<file path="config.mk">
export PLATFORM = sky130hd
export DESIGN_NAME = ppu_vram_port
export DESIGN_NICKNAME = d
export VERILOG_FILES = /design/src/rtl/ppu_vram_port_pkg.sv /design/src/rtl/ppu_vram_port.sv
export SDC_FILE = /design/constraint.sdc
export NUM_CORES = 1
export LEC_CHECK = 0
export BUFFER_PORTS_ARGS = -buffer_cell sky130_fd_sc_hd__clkbuf_2
export CELL_PAD_IN_SITES_DETAIL_PLACEMENT = 0
export CELL_PAD_IN_SITES_GLOBAL_PLACEMENT = 2
export CORE_MARGIN = 8
export CORE_UTILIZATION = 31
export DETAILED_ROUTE_END_ITERATION = 8
export GPL_TIMING_DRIVEN = 0
export PLACE_DENSITY = 0.84
export SETUP_SLACK_MARGIN = 0.3
export SYNTH_ARGS = -nofsm -noshare
export SYNTH_HDL_FRONTEND = slang
export SYNTH_SLANG_ARGS = --single-unit
</file>
<file path="constraint.sdc">
create_clock -name clk -period 3.7 [get_ports clk]
set_input_delay 0.74 -clock clk [delete_from_list [all_inputs] [get_ports clk]]
set_output_delay 0.74 -clock clk [all_outputs]
set_load 0.01 [all_outputs]
</file>
<file path="src/rtl/ppu_vram_port_pkg.sv">
// Shared PPU definitions: VRAM port FSM states and the address increment steps.
package ppu_vram_port_pkg;

    typedef enum logic [1:0] {
        ST_IDLE,
        ST_PEND_WR,
        ST_PEND_RD,
        ST_RD_CAPT
    } vram_state_t;

    localparam logic [13:0] INC1  = 14'd1;
    localparam logic [13:0] INC32 = 14'd32;

    function automatic logic [13:0] vram_step(input logic [13:0] addr,
                                              input logic        sel32,
                                              input logic [13:0] wrap);
        return (addr + (sel32 ? INC32 : INC1)) & wrap;
    endfunction

endpackage

</file>
<file path="src/rtl/ppu_vram_port.sv">
// PPU VRAM bus arbiter: CPU PPUADDR/PPUDATA access (buffered reads) sharing
// the single memory port with render fetches.
module ppu_vram_port
    import ppu_vram_port_pkg::*;
#(
    parameter logic [13:0] INC_WRAP = 14'h3FFF
) (
    input  logic        clk,
    input  logic        rst_n,
    input  logic        rendering,
    input  logic        rend_req,
    input  logic [13:0] rend_addr,
    output logic        rend_valid,
    output logic [7:0]  rend_q,
    input  logic        cpu_wr_addr,
    input  logic        cpu_wr_data,
    input  logic        cpu_rd_data,
    input  logic        cpu_rd_status,
    input  logic        inc32,
    input  logic [7:0]  cpu_din,
    output logic [7:0]  cpu_dout,
    output logic        cpu_busy,
    output logic [13:0] mem_addr,
    output logic [7:0]  mem_data,
    output logic        mem_rw,
    input  logic [7:0]  mem_q
);

    vram_state_t state;
    logic [13:0] v;
    logic        w;
    logic [7:0]  hold;

    logic        cpu_pend;
    logic        cpu_issue;
    logic        rend_grant;
    logic [13:0] v_nxt;
    logic        w_nxt;

    // Reset gates the bus decisions so the port presents all-zero outputs
    // while rst_n is low, even with a render request asserted.
    assign cpu_pend   = (state == ST_PEND_WR) || (state == ST_PEND_RD);
    assign cpu_issue  = rst_n && cpu_pend && !(rendering && rend_req);
    assign rend_grant = rst_n && rend_req && (rendering || !cpu_issue);

    assign mem_addr = rend_grant ? rend_addr : v;
    assign mem_rw   = cpu_issue && (state == ST_PEND_WR);
    assign mem_data = hold;
    assign cpu_busy = (state != ST_IDLE);
    assign rend_q   = rend_valid ? mem_q : '0;

    // Post-increment first, then any PPUADDR byte write, then status clears w.
    always_comb begin
        v_nxt = v;
        w_nxt = w;
        if (cpu_issue) begin
            v_nxt = vram_step(v, inc32, INC_WRAP);
        end
        if (cpu_wr_addr) begin
            if (!w) begin
                v_nxt[13:8] = cpu_din[5:0];
                w_nxt       = 1'b1;
            end else begin
                v_nxt[7:0] = cpu_din;
                w_nxt      = 1'b0;
            end
        end
        if (cpu_rd_status) begin
            w_nxt = 1'b0;
        end
        v_nxt = v_nxt & INC_WRAP;
    end

    always_ff @(posedge clk or negedge rst_n) begin
        if (!rst_n) begin
            state      <= ST_IDLE;
            v          <= '0;
            w          <= 1'b0;
            hold       <= '0;
            cpu_dout   <= '0;
            rend_valid <= 1'b0;
        end else begin
            v          <= v_nxt;
            w          <= w_nxt;
            rend_valid <= rend_grant;
            case (state)
                ST_IDLE: begin
                    if (cpu_wr_data) begin
                        hold  <= cpu_din;
                        state <= ST_PEND_WR;
                    end else if (cpu_rd_data) begin
                        state <= ST_PEND_RD;
                    end
                end
                ST_PEND_WR: begin
                    if (cpu_issue) begin
                        state <= ST_IDLE;
                    end
                end
                ST_PEND_RD: begin
                    if (cpu_issue) begin
                        state <= ST_RD_CAPT;
                    end
                end
                ST_RD_CAPT: begin
                    cpu_dout <= mem_q;
                    state    <= ST_IDLE;
                end
                default: state <= ST_IDLE;
            endcase
        end
    end

endmodule

</file>
Word-level counts from Yosys, hierarchy flattened. Index checks and enable logic that the tools add are counted.

Word-level logic and storage cells: 43. Bits in registers: 34.

Multiplexer cells: 15. Reductions and logical operators: 15. Add/sub/neg operators: 1. Equal/unequal tests: 6.

Operators with widths (number): two-way mux 14 bit (3); two-way mux 8 bit (2); adder 14 x 6 -> 14 bit (1); two-way mux 6 bit (2); two-way mux 2 bit (4); one-hot mux 2 bit (4 select lines) (1); logical AND 1 bit (6); == test 2 bit, second input constant (2); != test 2 bit, second input constant (2); nonzero test 2 bit (2); two-way mux 1 bit (3); != test 3 bit, second input constant (1); AND reduction 3 bit (1); == test 2 x 1 -> 1 bit, second input constant (1); zero test 1 bit (2); zero test 2 bit (1); logical OR 1 bit (2); AND reduction 2 bit (1).

Logic depth before layout (Yosys ltp). Gate-level depths: netlist of run 1.

Depth in word-level cells: 8. Mapped depth: 7. Mapped depth without buffers: 6.

Least setup slack after synthesis of run 1. No wires, ideal clock.

Path kind: register to output. Start point: register state[1]. End point: output mem_addr[10]. Path buffers: 1. Slack: 1.162 ns. Data arrival time: 1.798 ns. Required time: 2.960 ns. Stages on the path, launching flop included: 7. Cell sequence: dfrtp_1 inv_1 ha_1 inv_1 o211ai_1 buf_2 mux2_2.

Cells in the longest elaborated chain, start to end: 8.

Ends and longest elaborated chain: start, declared (RTL line ppu_vram_port.sv:29) `vram_state_t state;`; start signal, assigned (RTL line ppu_vram_port.sv:76) `state <= ST_IDLE;`; start signal, assigned (RTL line ppu_vram_port.sv:90) `state <= ST_PEND_WR;`; start signal, assigned (RTL line ppu_vram_port.sv:92) `state <= ST_PEND_RD;`; == test 2 x 1 -> 1 bit or == test 2 bit (tied branches) (RTL line ppu_vram_port.sv:42) `assign cpu_pend = (state == ST_PEND_WR) || (state == ST_PEND_RD);`; logical OR 1 bit * (RTL line ppu_vram_port.sv:42); logical AND 1 bit * (2 in series) (RTL line ppu_vram_port.sv:43) `assign cpu_issue = rst_n && cpu_pend && !(rendering && rend_req);`; zero test 1 bit * (RTL line ppu_vram_port.sv:44) `assign rend_grant = rst_n && rend_req && (rendering || !cpu_issue);`; logical OR 1 bit * (RTL line ppu_vram_port.sv:44); logical AND 1 bit * (RTL line ppu_vram_port.sv:44); two-way mux 14 bit * (RTL line ppu_vram_port.sv:46) `assign mem_addr = rend_grant ? rend_addr : v;`; end, declared (RTL line ppu_vram_port.sv:23) `output logic [13:0] mem_addr,`.

Every way passes the cells marked *; elsewhere a longest branch is shown, timed or not.

Worst setup path after layout of run 1.
Start point: register state[1]. End point: output mem_addr[4].

Same word-level chain as after synthesis.

==> results of run 1 <==
flip-flops by register name (all words and copies together), names as in the netlist:
| name | count |
|---|---|
| w | 1 |
| mem_data | 8 |
| v | 14 |
| state | 2 |
| cpu_dout | 8 |
| rend_valid | 1 |
power breakdown:
part / total (mW) / switching, mW / internal, mW
clock network: 0.336 / 0.138 / 0.198
logic: 0.869 / 0.450 / 0.419
registers: 0.654 / 0.124 / 0.530
total: 1.86 / 0.712 / 1.15
routing by layer:
metal | vias to the layer above | share of wire (%) | routed length (um)
li1 | 857 | - | -
met1 | 793 | 46 | 2490
met2 | 64 | 41 | 2210
met3 | 5 | 12 | 627
met4 | 0 | 0.54 | 29
met5 | - | 0 | 0
path summary, 6_finish.rpt:
kind	slack, ns	cells after the start	end
max	0.77	7	mem_addr[4]
min	0.43	1	state[1]$_DFFE_PN0P_
max reg2reg	1.61	7	v[13]$_DFF_PN0_
min reg2reg	0.51	1	cpu_dout[6]$_DFFE_PN0N_
max in group asynchronous	2.90	1	cpu_dout[2]$_DFFE_PN0N_
min in group clk	0.51	1	cpu_dout[6]$_DFFE_PN0N_
cells by family after synthesis:
kind of cell,after synthesis,synth area share [%]
fa+ha+maj,7,4.47
flops,34,43.5
mux,30,17.3
compound gates,34,13.1
buf+inv,13,2.62
simple gates,65,18.2
xor+xnor,2,0.895
worst max-delay path, cell delays in order (launching register included):
cell	delay [ns]
sky130_fd_sc_hd__dfrtp_1	0.43
sky130_fd_sc_hd__inv_1	0.08
sky130_fd_sc_hd__ha_1	0.31
sky130_fd_sc_hd__inv_1	0.05
sky130_fd_sc_hd__o211ai_1	0.22
sky130_fd_sc_hd__buf_2	0.31
sky130_fd_sc_hd__mux2_2	0.37
sky130_fd_sc_hd__clkbuf_2	0.13
cell type report:
type | instances | area [um2]
tap | 77 | 96.3
clock inverter | 3 | 40.0
inverter | 8 | 30.0
clock buffer | 5 | 68.8
timing repair buffer | 80 | 405
multi-input combinational | 138 | 1060
buffer | 5 | 21.3
sequential | 34 | 851
fill | 636 | 3670
synthesized netlist by cell type (3+ instances only):
cell	n
sky130_fd_sc_hd__clkbuf_1	3
sky130_fd_sc_hd__a31oi_1	10
sky130_fd_sc_hd__o31ai_1	4
sky130_fd_sc_hd__dfrtp_1	34
sky130_fd_sc_hd__nand3_1	6
sky130_fd_sc_hd__o21ai_0	6
sky130_fd_sc_hd__nand2_1	14
sky130_fd_sc_hd__or4_1	4
sky130_fd_sc_hd__nor2_1	13
sky130_fd_sc_hd__mux2_2	30
sky130_fd_sc_hd__ha_1	7
sky130_fd_sc_hd__a21oi_1	4
sky130_fd_sc_hd__and2_1	10
sky130_fd_sc_hd__inv_1	8
what timing repair did:
item	CTS	global route
setup endpoints to repair	9	0
hold buffers	0	0
setup buffers	1	0
resized for setup	1	0
==> results summary, run 1 <==
The worst-case vdd ir drop came out at 0.365 mV. The insertion delay to the later sink of the worst-skew pair came out at approximately 0.28 ns. The final total power is 1.86 mW. The average cell area after synthesis came out at about 11 um2. The fraction of final layout cells with drive strength greater than 1 came out at about 47%. The number of maximum-capacitance constraint violations came out at 0.

The worst hold margin is between 0.4 and 0.5 ns. The H-tree depth is 2. For this run the aggregate overflow at the end of global routing stands at 0. The clock input transition at the sequential cells of the worst setup and hold paths is 0.07 ns. The launch point of the critical path is state[1]$_DFFE_PN0P_. The number of antenna diodes in the final layout is 0. The maximum frequency from static timing analysis came out at approximately 340 MHz. The flow ran to the end, and the final reports show no timing, DRC or antenna violations.

The number of distinct standard cells referenced by the synthesized netlist came out at 37. The tree is rooted in a sky130_fd_sc_hd__clkbuf_8. The final instance area is around 0.0026 mm2. The congestion estimate from routability-driven global placement came to between 0.7 and 0.8. The transition at the pin with the smallest max-transition slack is between 0.5 and 0.6 ns. The final net count came out at approximately 320. The die footprint came out at around 0.009 mm2.

The total I/O pin count came out at 80. After synthesis the netlist holds a flip-flop and latch count of 34. The final standard cell utilization of the core came out at roughly 41%. The biggest area contributor in the post-synthesis netlist is sky130_fd_sc_hd__dfrtp_1.

After detailed routing, the total wire length is 5.35 mm. The detailed router's first-iteration violation count is 48. In the final routed layout, each cell accounts on average for roughly 15 um.

The worst path in the final design needs a cycle of ~3 ns, including I/O delays and setup. The number of antenna violations at the first check in global routing came out at 0. The first TritonRoute pass finished after 6 iterations.

Setup repair after global routing left no endpoint under its margin. Global routing used 16.0% of the available met1 tracks. The sequential cell area fraction in the yosys report came out at roughly 43%.

STA classifies the critical path endpoint as an output pin. The path type of the worst setup path is reg2out. The clock tree buffer depth came out at 2. The sink count of the clock tree is 34. The worst endpoint required time came out at roughly 3 ns. The number of vias per cell after detailed routing came out at 4.91.

Yosys attributes the largest share of cell area to sky130_fd_sc_hd__dfrtp_1 (43%), sky130_fd_sc_hd__mux2_2 (17%), sky130_fd_sc_hd__ha_1 (4.5%), sky130_fd_sc_hd__a31oi_1 (3.2%), sky130_fd_sc_hd__and2_1 (3.2%). Leaving out fill and tap cells, the most frequent cell in the layout is sky130_fd_sc_hd__clkbuf_2. Once the floorplan was initialized, standard cells occupied around a third of the core.

The synthesized instance count came out at 185. Setup violations remaining at the end of the flow were counted as 0. The worst setup path is launched from a flop. The arrival time of the worst setup path is 2.19 ns. Measured along the y axis, the die boundary spans 95.5 um. The critical-path maximum fanout came out at 10. The all-layer global routing usage came out at 12.0%. The number of nets handed over by synthesis was approximately 230. Measured along the x axis, the die boundary spans approximately 95 um.

The total DRC errors in the routed layout came out at 0. The area of the mapped netlist came out at 0.00196 mm2. Counting flops with a built-in enable in the synthesized netlist gives 0. The most used flip-flop cell after synthesis is sky130_fd_sc_hd__dfrtp_1. The post-placement worst setup slack came out at ~0.068 ns. The leakage power summed over all cells is 1.21 nW. The area overhead of the layout relative to synthesis came out at 31.2%. In the layout the commonest cells are sky130_fd_sc_hd__clkbuf_2 (78), sky130_fd_sc_hd__dfrtp_1 (34), sky130_fd_sc_hd__mux2_2 (30). The wire length of the first global-routing pass came out at between 8 and 9 mm. In the finished design, the share of the clock period the worst path needs comes to 79.2%. After global routing, the most crowded layer is met2. The pin count of the biggest net entering global routing is 38. The final worst setup slack is 0.771 ns. The number of routed nets with antenna violations is 0. The site row count came out at 29. TritonCTS built the clock tree. Port buffering added 79 buffers. The power per cell area is approximately 720 mW/mm2.

The worst slew margin relative to its limit came out at ~66%. The number of hold violations in the final report came to 0. The met2 routing resource usage after global routing is between 10% and 20%. The routed layout has roughly 1700 vias. The count of warnings emitted by yosys is 0. The share of the synthesized area in the top cell type is between 40% and 50%. The cell total after placement is about 340.

In this run, CTS created clock tree buffers numbering 5. The path category of the worst min-delay check is in2async. In the final timing run, aggregate negative setup slack is 0 ns. The standard cell core area is around 0.0062 mm2. The fraction of registers with async set or reset after synthesis is 100%. The global-route track usage on met3 came out at just under 5%.

The sum of net half-perimeters after detailed placement is about 4.2 mm. The number of global-route vias before repair is 1702. The count of pins over their slew limit came out at 0. The non-filler instance count after layout came out at 350. The clock tree skew after final layout came out at between 0.005 and 0.006 ns. After detailed placement, the total cell area comes to around 0.0024 mm2.

The startpoint identified for the worst register-to-register timing path is state[1]$_DFFE_PN0P_.
No activity file was read; power rests on OpenSTA's default activity.
==> inputs of run 2 (changes only) <==
Settings changed: CORE_UTILIZATION 31 to 28, PLACE_DENSITY 0.84 to 0.77.
Clock period 3.7 ns to 2.77 ns, I/O delays scaled along.
==> run 2 against run 1 <==
Clock power is 32% higher. Clock skew is 0.0022 ns higher. Wire length is 9.0% higher. Sequential share of layout area is 3.1 points lower. Sequential power is 33% higher. Via count is 1.7% higher. Worst hold slack worse by 0.26 ns. Design area is 10% higher. Flip-flop and latch count stayed put. Utilization is 0.55 points higher. Global-route usage is 0.057 points lower. Critical path type unchanged. Highest routed layer unchanged.
==> results summary, run 2 (same netlist as run 1, synthesis figures left out) <==
The flow ran to the end, and the final reports show no timing, DRC or antenna violations. The non-filler instance count after layout came out at 377 (+7.7%). The number of inserted filler cells in the final layout is 709 (+11%).

The total cell area at the placement stage came out at 0.00247 mm2 (+0.97%). The final count of negative-setup-slack endpoints came to 0 (unchanged). Walking the worst path, the cells encountered are inv_2 -> ha_4 -> inv_2 -> o211ai_1 -> buf_4 -> buf_6 -> mux2_4 -> buf_6. The arrival time of the worst setup path came out at 1.93 ns (-0.26 ns). The clock tree buffer depth is 2 (unchanged).

The post-placement worst setup slack came out at -0.493 ns (-0.561 ns). The critical path's top delay family is buffers and inverters. The last weighted congestion value of the routability-driven placer is 0.725 (-6.5%). The final net count is 326 (+2.5%).

The count of buffers from port buffering came out at 79 (unchanged). The site row count came to 30 (+3.4%). The H-tree depth is 2 (unchanged). The via count of the routed design is 1749 (+1.7%). The worst hold margin was 0.169 ns (-0.263 ns). The leakage power summed over all cells came to 1.35 nW (+12%). Setup repair after global routing could not meet its margin everywhere. The number of routed nets with antenna violations came out at 0 (unchanged). The clock input transition at the sequential cells of the worst setup and hold paths is 0.07 ns (about the same). The setup path with the least slack is of type reg2out.

The total detailed-routing wirelength is 5.84 mm (+9.0%). The number of global-route vias before repair came out at 1931 (+13%). The worst-case register-to-register setup slack came out at 0.71 ns (-0.90 ns). The worst endpoint required time is 2.22 ns (-0.74 ns). v holds more flip-flops than any other register.

The number of antenna violations at the first check in global routing is 0 (unchanged). The final standard cell utilization of the core was 41.7% (+0.55 points). The number of search-and-repair iterations in the first detailed-routing pass came out at 4 (-2). The critical-path maximum fanout came out at 5 (-5). The standard cell core area came out at 0.00679 mm2 (+8.9%).

The wire length of the first global-routing pass is 9.49 mm (+11%). The met2 wirelength from detailed routing was 2.53 mm (+14%). The sort of element at the end of the critical path is an output pin. The worst-case vdd ir drop is 0.384 mV (+5.2%). The endpoint of the worst register-to-register path is v[13]$_DFF_PN0_. The insertion delay to the later sink of the worst-skew pair came to 0.28 ns (about the same). The detailed router's first-iteration violation count came to 54 (+13%). The setup TNS is 0 ns (unchanged). Leaving out fill and tap cells, the most frequent cell in the layout is sky130_fd_sc_hd__clkbuf_2.

The total grt overflow came to 0 (unchanged). The total DRC errors in the routed layout came out at 0 (unchanged). The depth of the worst register-to-register path is 8 (+1). TritonCTS built the clock tree.

The area overhead of the layout relative to synthesis came out at 44.7%. The number of hold violations in the final report is 0 (unchanged). The maximum cell stage delay along the critical path came out at 0.38 ns (-0.05 ns). The clock buffer count from CTS was 5 (unchanged). The pin count of the biggest net entering global routing came out at 38 (unchanged).

Static timing analysis puts the maximum clock frequency at 402 MHz. The overall die width came to 99.6 um (+4.3%). Signal routing reaches up to met4.

The sink count of the clock tree was 34 (unchanged). The transition at the pin with the smallest max-transition slack is 0.489 ns (-0.0215 ns). The cell total after placement was 360 (+5.6%).

On the critical path, the stage with the largest delay is an instance of sky130_fd_sc_hd__dfrtp_1. Of the available clock period, the critical path in the final layout requires 89.8%. The detailed-route wire length per cell is 15.5 um (+1.2%). The initial standard-cell utilization of the core came out at 28.8% (-2.6 points). The flip-flop count of the largest register after layout came out at 14 (unchanged). The path category of the worst min-delay check is in2async.

The routed design could run at a clock period as short as ~2.5 ns. The sum of net half-perimeters after detailed placement came out at 4.33 mm (+3.6%). The number of vias per cell after detailed routing is 4.64 (-5.5%). The launching point of the worst reg2reg path is state[1]$_DFFE_PN0P_. The worst path buffer plus inverter count was 5 (+1). The fraction of final layout cells with drive strength greater than 1 came to 48.8% (+2.2 points). The sum of routed wire segments on met1 is 2.79 mm (+12%).

The final total power came out at 2.77 mW (+49%). The final instance area is 0.00283 mm2 (+10%). The number of maximum-capacitance constraint violations was 0 (unchanged).

The worst slew margin relative to its limit came to 67.4% (+1.4 points). The antenna diode instance count was 0 (unchanged). The clock tree skew after final layout came to 0.00777 ns (+0.00224 ns). The worst setup path is launched from a flop.

The met3 wire length came out at 474 um (-24%). The number of buffers inserted by hold repair at cts came out at 0 (unchanged). The die footprint came to 0.00993 mm2 (+8.9%). The all-layer global routing usage came out at 12.0% (-0.057 points).

The final worst setup slack came out at 0.282 ns (-0.490 ns). The cell sitting at the root of the clock tree is a sky130_fd_sc_hd__clkbuf_8. The die boundary height came out at 99.6 um (+4.3%). The count of pins over their slew limit is 0 (unchanged).

The power per cell area is 978 mW/mm2 (+35%). In the layout the commonest cells are sky130_fd_sc_hd__clkbuf_2 (64), sky130_fd_sc_hd__dfrtp_1 (34), sky130_fd_sc_hd__mux2_2 (16). The total I/O pin count came out at 80 (unchanged).
## run 2: cell types whose count changed in the layout (fill, tap and decap cells not counted), sizes merged
cell	before	now
clkbuf	87	75
buf	3	25
clkinv	2	0
## run 2: worst reg2reg max path, delay by kind of cell, from the launching register on
kind | cells | cell delay (ns)
flip-flops | 1 | 0.38
adder cells (fa/ha/maj) | 1 | 0.26
buffers and inverters | 3 | 0.35
AND/OR/NAND/NOR | 3 | 0.81
AO/OA/AOI/OAI | 1 | 0.18
## run 2: per-layer routing
layer	track usage, %	vias up
met5	0	-
met4	3.14	0
met3	4.05	5
met2	18.6	67
met1	15.4	805
li1	-	872
## run 2: cell type report
| cell class | count | area, um2 | area share, % |
|---|---|---|---|
| Buffer | 5 | 31.3 | 1.10 |
| Clock buffer | 7 | 76.3 | 2.69 |
| Clock inverter | 1 | 30.0 | 1.06 |
| Inverter | 8 | 30.0 | 1.06 |
| Multi-Input combinational cell | 138 | 1120 | 39.6 |
| Sequential cell | 34 | 851 | 30.0 |
| Tap cell | 96 | 120 | 4.24 |
| Timing Repair Buffer | 88 | 574 | 20.3 |
## run 2: what timing repair did
action | in CTS | in global routing
setup buffers | 7 | 1
cloned | 1 | 0
resized for setup | 25 | 33
endpoints found under the setup margin | 15 | 14
pin swaps | 2 | 1
## run 2: worst max path at each step
stage,from,endpoint,slack (ns),cells after the start
floorplan,state[1]$_DFFE_PN0P_,mem_addr[10],0.42,6
global placement,rst_n,mem_addr[4],-0.50,5
detailed placement,rst_n,mem_addr[4],-0.49,5
CTS,state[1]$_DFFE_PN0P_,mem_addr[4],0.28,8
global route,state[1]$_DFFE_PN0P_,mem_addr[5],0.16,8
finish,state[1]$_DFFE_PN0P_,mem_addr[5],0.28,8
## run 2: power by group
part           switching [mW]  total (mW)  internal (mW)
Combinational           0.675        1.46          0.780
Sequential              0.162       0.870          0.708
Clock                   0.176       0.445          0.269
